$ cat src/rtl/imem_loader.sv
// Byte-serial loader for the instruction memory.
// Holds the CPU in reset until a checksummed image lands.
module imem_loader #(
  parameter int N      = 32,
  parameter int ADDR_W = 6
) (
  input  logic              clk,
  input  logic              reset_n,
  input  logic              start,
  input  logic              rx_valid,
  input  logic [7:0]        rx_data,
  output logic              rx_ready,
  output logic              we,
  output logic [ADDR_W-1:0] waddr,
  output logic [N-1:0]      wdata,
  output logic              busy,
  output logic              done,
  output logic              err,
  output logic              cpu_hold,
  output logic [ADDR_W:0]   word_count
);

  localparam int NB = N / 8;
  localparam int BW = (NB > 1) ? $clog2(NB) : 1;
  localparam logic [BW-1:0] LAST_B = BW'(NB - 1);
  localparam int MAX_L = 1 << ADDR_W;

  typedef enum logic [2:0] {
    S_IDLE, S_LEN, S_DATA, S_CHK, S_DONE, S_ERR
  } state_t;

  state_t              r_state;
  state_t              w_next;
  logic                r_rdy;
  logic                r_we;
  logic [ADDR_W-1:0]   r_waddr;
  logic [N-1:0]        r_wdata;
  logic [N-1:0]        r_word;
  logic [N-1:0]        w_word;
  logic [BW-1:0]       r_bidx;
  logic [7:0]          r_xor;
  logic [ADDR_W:0]     r_len;
  logic [ADDR_W:0]     r_wc;
  logic [ADDR_W:0]     w_wc_inc;
  logic                r_busy;
  logic                r_done;
  logic                r_err;
  logic                r_hold;
  logic                w_acc;
  logic                w_last_b;
  logic                w_len_ok;

  assign w_acc    = rx_valid & r_rdy;
  assign w_last_b = (r_bidx == LAST_B);
  assign w_wc_inc = r_wc + (ADDR_W+1)'(1);
  assign w_len_ok = (rx_data != 8'd0) &&
                    (int'(rx_data) <= MAX_L);

  // Merge the incoming byte into its lane of the word
  always_comb begin
    w_word = r_word;
    w_word[{r_bidx, 3'b000} +: 8] = rx_data;
  end

  // Session state register
  always_ff @(posedge clk or negedge reset_n) begin
    if (!reset_n) r_state <= S_IDLE;
    else          r_state <= w_next;
  end

  // Next-state: framing of length, data and checksum bytes
  always_comb begin
    w_next = r_state;
    unique case (r_state)
      S_IDLE, S_DONE, S_ERR:
        if (start) w_next = S_LEN;
      S_LEN:
        if (w_acc) w_next = w_len_ok ? S_DATA : S_ERR;
      S_DATA:
        if (w_acc && w_last_b && (w_wc_inc == r_len))
          w_next = S_CHK;
      S_CHK:
        if (w_acc)
          w_next = (rx_data == r_xor) ? S_DONE : S_ERR;
      default: w_next = S_IDLE;
    endcase
  end

  // Datapath: word assembly, write pulse, checksum and status flags
  always_ff @(posedge clk or negedge reset_n) begin
    if (!reset_n) begin
      r_rdy   <= 1'b0;
      r_we    <= 1'b0;
      r_waddr <= '0;
      r_wdata <= '0;
      r_word  <= '0;
      r_bidx  <= '0;
      r_xor   <= '0;
      r_len   <= '0;
      r_wc    <= '0;
      r_busy  <= 1'b0;
      r_done  <= 1'b0;
      r_err   <= 1'b0;
      r_hold  <= 1'b1;
    end else begin
      r_we  <= 1'b0;
      r_rdy <= (w_next == S_LEN) ||
               (w_next == S_DATA) ||
               (w_next == S_CHK);
      // advance after a write, but stop on the last word
      if (r_we && (r_wc != r_len))
        r_waddr <= r_waddr + ADDR_W'(1);
      unique case (r_state)
        S_IDLE, S_DONE, S_ERR: begin
          if (start) begin
            r_done  <= 1'b0;
            r_err   <= 1'b0;
            r_wc    <= '0;
            r_xor   <= '0;
            r_bidx  <= '0;
            r_waddr <= '0;
            r_busy  <= 1'b1;
            r_hold  <= 1'b1;
          end
        end
        S_LEN: begin
          if (w_acc) begin
            if (w_len_ok) begin
              r_len   <= (ADDR_W+1)'(rx_data);
              r_waddr <= '0;
              r_bidx  <= '0;
            end else begin
              r_err  <= 1'b1;
              r_busy <= 1'b0;
            end
          end
        end
        S_DATA: begin
          if (w_acc) begin
            r_xor  <= r_xor ^ rx_data;
            r_word <= w_word;
            r_bidx <= r_bidx + BW'(1);
            if (w_last_b) begin
              r_wdata <= w_word;
              r_we    <= 1'b1;
              r_wc    <= w_wc_inc;
              r_bidx  <= '0;
            end
          end
        end
        S_CHK: begin
          if (w_acc) begin
            r_busy <= 1'b0;
            if (rx_data == r_xor) begin
              r_done <= 1'b1;
              r_hold <= 1'b0;
            end else begin
              r_err <= 1'b1;
            end
          end
        end
        default: ;
      endcase
    end
  end

  assign rx_ready   = r_rdy;
  assign we         = r_we;
  assign waddr      = r_waddr;
  assign wdata      = r_wdata;
  assign busy       = r_busy;
  assign done       = r_done;
  assign err        = r_err;
  assign cpu_hold   = r_hold;
  assign word_count = r_wc;

endmodule

$ cat config.mk
export PLATFORM = sky130hd
export DESIGN_NAME = imem_loader
export DESIGN_NICKNAME = d
export VERILOG_FILES = /design/src/rtl/imem_loader.sv
export SDC_FILE = /design/constraint.sdc
export NUM_CORES = 1
export LEC_CHECK = 0
export ABC_AREA = 1
export CAP_MARGIN = 10
export CORE_MARGIN = 3
export CORE_UTILIZATION = 41
export DETAILED_ROUTE_END_ITERATION = 12
export PLACE_DENSITY = 0.6
export SLEW_MARGIN = 15
export SYNTH_ARGS = -nofsm -noshare
export SYNTH_HDL_FRONTEND = slang
export SYNTH_SLANG_ARGS = --single-unit
export TNS_END_PERCENT = 30
$ cat constraint.sdc
create_clock -name clk -period 2.8 [get_ports clk]
set_input_delay 0.56 -clock clk [delete_from_list [all_inputs] [get_ports clk]]
set_output_delay 0.56 -clock clk [all_outputs]
set_load 0.05 [all_outputs]
==> After elaboration in Yosys (flattened, before gate mapping) <==
Cells that the tools add are included.
{ "classes": {"eq_ne": 21, "muxes": 46, "magnitude_cmp": 1, "div_mod_pow": 0, "n_addsub": 4, "n_reduce_logical": 22, "n_mul": 0, "bitwise": 2, "shift": 2} }
{ "op_table": {"columns": ["cell", "n"], "rows": [
  ["bitwise mux 32 bit", 1],
  ["variable shift 8 x 7 -> 32 bit (first input constant)", 1],
  ["variable part select 8 x 7 -> 32 bit", 1],
  ["two-way mux 6 bit", 4],
  ["two-way mux 7 bit", 3],
  ["inequality test 2 bit (second input constant)", 9],
  ["two-way mux 1 bit", 17],
  ["two-way mux 8 bit", 2],
  ["case mux 8 bit (2 select lines)", 1],
  ["two-way mux 3 bit", 5],
  ["case mux 7 bit (2 select lines)", 1],
  ["equality test 3 x 2 -> 1 bit (second input constant)", 4],
  ["case mux 3 bit (4 select lines)", 1],
  ["case mux 6 bit (2 select lines)", 1],
  ["two-way mux 2 bit", 5],
  ["AND reduction 5 bit", 2],
  ["AND reduction 3 bit", 3],
  ["equality test 8 bit", 1],
  ["<= comparator 8 x 7 -> 1 bit (second input constant)", 1],
  ["AND reduction 4 bit", 2],
  ["nonzero test 8 bit", 1],
  ["XOR 8 bit", 1],
  ["adder 7 x 1 -> 7 bit (second input constant)", 1],
  ["equality test 7 bit", 1],
  ["19 further kinds", 29]
]} }
{ "totals": {"mem_bits_ro": 0, "latchBits": 0, "inputBits": 12, "mem_count": 0, "ramBits": 0, "out_inout_bits": 51, "ff_bits": 103, "wordCells": 112} }

==> Depth between registers and ports, before layout <==
{ "logic_depth": {"word_depth": 8, "mapped_depth": 13, "depth_no_buf": 13} }

==> Worst setup path before layout <==
Ideal clock, no wire load.
{ "synth_timing": {"kind": "register to register", "startpoint": "register r_bidx[0]", "endpoint": "register r_wdata[14], in the netlist wdata[14]", "required_time_ns": 2.717, "synth_period_minus_slack_ns": 2.006, "path_stages_with_launch": 11, "slack_ns": 0.794, "t_arrival_ns": 1.924, "setup_ns": 0.083, "path_buffers": 3, "path_cell_list": "dfrtp_1 > clkbuf_1 > inv_1 > ha_1 > clkbuf_1 > inv_1 > buf_2 > nand3_1 > o22ai_1 > nand2_1 > o21ai_0"} }
{ "synth_between": {"elab_chain_cells": 3, "word_cells_on_any_way": 6, "classes_between": "add/sub: 1; eq/ne: 1; shift: 2; mux: 1; reduce/logical: 1"} }
{ "synth_lines": {"columns": ["element", "line_no", "rtl"], "rows": [
  ["start, declared", "40", "logic [BW-1:0] r_bidx;"],
  ["start signal, assigned", "142", "r_bidx <= r_bidx + BW'(1);"],
  ["negator 5 -> 7 bit", "62", "w_word[{r_bidx, 3'b000} +: 8] = rx_data;"],
  ["variable part select 8 x 7 -> 32 bit / variable shift 8 x 7 -> 32 bit (equally long branches)", "62", null],
  ["bitwise mux 32 bit", "62", null],
  ["end signal, assigned", "144", "r_wdata <= w_word;"],
  ["end, declared", "37", "logic [N-1:0] r_wdata;"]
]} }
Parallel ways exist; a longest one is shown, timed or not.
A chain may end at the register's enable or synchronous reset.

==> Worst setup path after layout <==
{ "layout_timing": {"startpoint": "register r_bidx[0]", "endpoint": "register r_wdata[21], in the netlist wdata[21]"} }
The elaborated chain is that of the path after synthesis.

==> summary.md <==
| Metric | Value |
|---|---|
| Status | `completed` |
| Setup TNS | `0 ns` |
| Sequential area share after synthesis | `0.510` |
| Clk sink count | `between 100 and 150` |
| Fillcell total | `~1,100` |
| Vias in the first global route | `between 4,000 and 5,000` |
| Top cells by area, synth | `dfrtp_1, nand2_1, o21ai_0` |
| Drt drc | `0` |
| Routed WL per cell | `around 14 um` |
| CP Cell Sequence | `inv_1 -> ha_1 -> inv_1 -> nor2_1 -> nand4_1 -> o21ai_0 -> nand2_1 -> o21ai_0` |
| Yosys cell types | `29` |
| Initial antenna violation count | `0` |
| EDFF count, synth | `0` |
| Min Tclk post-route | `2.37 ns` |
| Critical path endpoint category | `flip-flop` |
| Core Util, Final | `0.529` |
| Most frequent cells in the layout | `nand2_1, o21ai_0, dfrtp_1` |
| DIE WIDTH | `117 um` |
| CTS tree | `yes` |
| Clk_lat worst skew | `0.36 ns` |
| GRT overflow | `0` |
| Layout cell share with drive strength beyond 1 | `0.0538` |
| Clock skew | `0.00931 ns` |
| Worst slew margin | `0.572` |
| Placer congestion estimate | `0.840` |
| GRT Resource Usage Total | `0.189` |
| Setup bufs post-CTS | `0` |
| Leading area contributor after synthesis | `dfrtp_1` |
| Drt initial violations | `285` |
| CTS buffer count | `9` |
| Crit-path leading delay family | `simple AND/OR/NAND/NOR gates` |
| Largest net degree at the start of global routing | `65` |
| Slowest stage delay, CP | `approximately 0.66 ns` |
| Ports | `63` |
| Crit path DAT | `approximately 2.6 ns` |
| Crit-path max FO | `15` |
| Worst Path Required | `roughly 3.1 ns` |
| Final Hold Fails | `0` |
| RSZ-0062 raised after global routing | `no` |
| Slew Limit Fails | `0` |
| Number of synthesized register bits | `103` |
| PD cells | `approximately 990 nW/um^2` |
| Dpl hpwl | `~8800 um` |
| Count of hold-fix buffers inserted at cts | `0` |
| Syn Inst Count | `around 640` |
| WS Path Type | `reg -> reg` |
| Placeable Area | `between 10,000 and 15,000 um^2` |
| Detailed Routing Iterations Pass 1 | `5` |
| Syn. warnings | `0` |
| PnR worst setup slack | `roughly 0.43 ns` |
| Main synth FF type | `dfrtp_1` |
| Area growth, synth to finish | `22.5%` |
| Period utilization | `0.845` |
| Via-per-instance ratio | `roughly 5` |
| Leakage | `about 2.9 nW` |
| Post-cts repair resize count | `0` |
| Max cap viols | `0` |
| Worst Tran Pin Value | `about 0.64 ns` |
| Fin nets | `721` |
| Starting Density | `0.432` |
| Most common cell after layout, fill and taps aside | `nand2_1` |
| Max VDD drop | `~0.00066 V` |
| # diodes | `0` |
| Mapped Nets | `between 600 and 700` |
| Post-Place Setup Slack | `0.457 ns` |
| Final hold slack | `around 0.17 ns` |
| Power, Total | `~6.1 mW` |
| Worst min path class | `in -> async` |
| Async SR Flop Fraction | `1.00` |
| Die height | `117 um` |
| Total Routed Length | `around 12,000 um` |
| Die ar. | `approximately 14,000 um^2` |
| Max Fclk | `approximately 420 MHz` |
| First-pass GRT wire length | `approximately 20,000 um` |
| Routed vias | `around 4,300` |
| CP Launch Type | `flip-flop` |
| Antenna Nets Post-Route | `0` |
| Buf+Inv Stages, Crit Path | `2` |
| Count of input and output buffers | `a little over 60` |
| Mean Syn Cell Area | `around 7.9 um^2` |
| Reg clk slew, reported paths | `roughly 0.070 ns` |
| H-tree Lvls | `3` |
| Slowest cell on the critical path | `dfrtp_1` |
| Post-Synthesis Cell Area | `just over 5000 um^2` |
| Row cnt | `39` |
| Setup Viol. Count Final | `0` |
| Clock root cell | `clkbuf_16` |
| Clock Path Buffers | `2` |
| Synth top area share | `0.505` |
layout make-up:
class | instances | area, um^2 | share of cell area
sequential | 103 | 2580 | 0.417
multi-input combinational | 420 | 2030 | 0.328
timing repair buffer | 74 | 733 | 0.118
inverter | 93 | 349 | 0.0564
clock buffer | 11 | 253 | 0.0408
tap | 143 | 179 | 0.0289
clock inverter | 5 | 65.1 | 0.0105
final timing paths:
check,from,endpoint,slack (ns),cells after the start
worst max-delay path,r_bidx[0],wdata[21],0.43,8
worst min-delay path,reset_n,word_count[3],0.17,1
worst max register to register,r_bidx[0],wdata[21],0.43,8
worst min register to register,cpu_hold,cpu_hold,0.48,2
max in group asynchronous,reset_n,cpu_hold,1.94,2
min in group clk,cpu_hold,cpu_hold,0.48,2
state kept, by name (all words and copies together), names as in the netlist, 2 cells and up:
| signal | cells |
|---|---|
| r_word | 32 |
| r_bidx | 2 |
| waddr | 6 |
| word_count | 7 |
| r_xor | 8 |
| r_state | 3 |
| wdata | 32 |
| r_len | 7 |
cells by family (layout without fill, tap and decap cells):
logic type               count (synthesis)  after routing  share of synthesized area
adder cells (fa/ha/maj)                  8              8                     0.0198
XOR/XNOR                                 9              9                     0.0156
AND/OR/NAND/NOR                        274            274                      0.232
flip-flops                             103            103                      0.510
AO/OA/AOI/OAI                          129            129                      0.134
buffers and inverters                  116            183                     0.0884
where the power goes:
part	total, mW	internal, mW	switching (mW)
sequential	2.23	1.97	0.263
combinational	2.61	0.840	1.77
clock	1.31	0.750	0.562
total	6.15	3.56	2.59
synth_stat cells (2+ instances only):
cell / n
clkbuf_1: 12
nand3_1: 21
xor2_1: 5
o22ai_1: 18
o21ai_1: 2
buf_1: 2
xnor2_1: 4
ha_1: 8
buf_2: 8
nor2_2: 3
nor2_1: 35
o21a_1: 2
dfrtp_1: 102
o21ai_0: 104
inv_1: 92
nand2_1: 179
nand4_1: 28
nor3_1: 3
per-stage QoR:
step	cells	area [um^2]
2_1_floorplan	639	5050
6_report	849	6190
3_3_place_gp	833	5870
5_1_grt	849	6190
3_5_place_dp	833	5870
4_1_cts	849	6190
layer usage:
metal / global-route usage / wire (um)
met4: 0.0680 / 218
met2: 0.305 / 5620
met1: 0.249 / 5440
met5: 0 / 0
met3: 0.0458 / 702
Power figures use the tool's default switching activity.
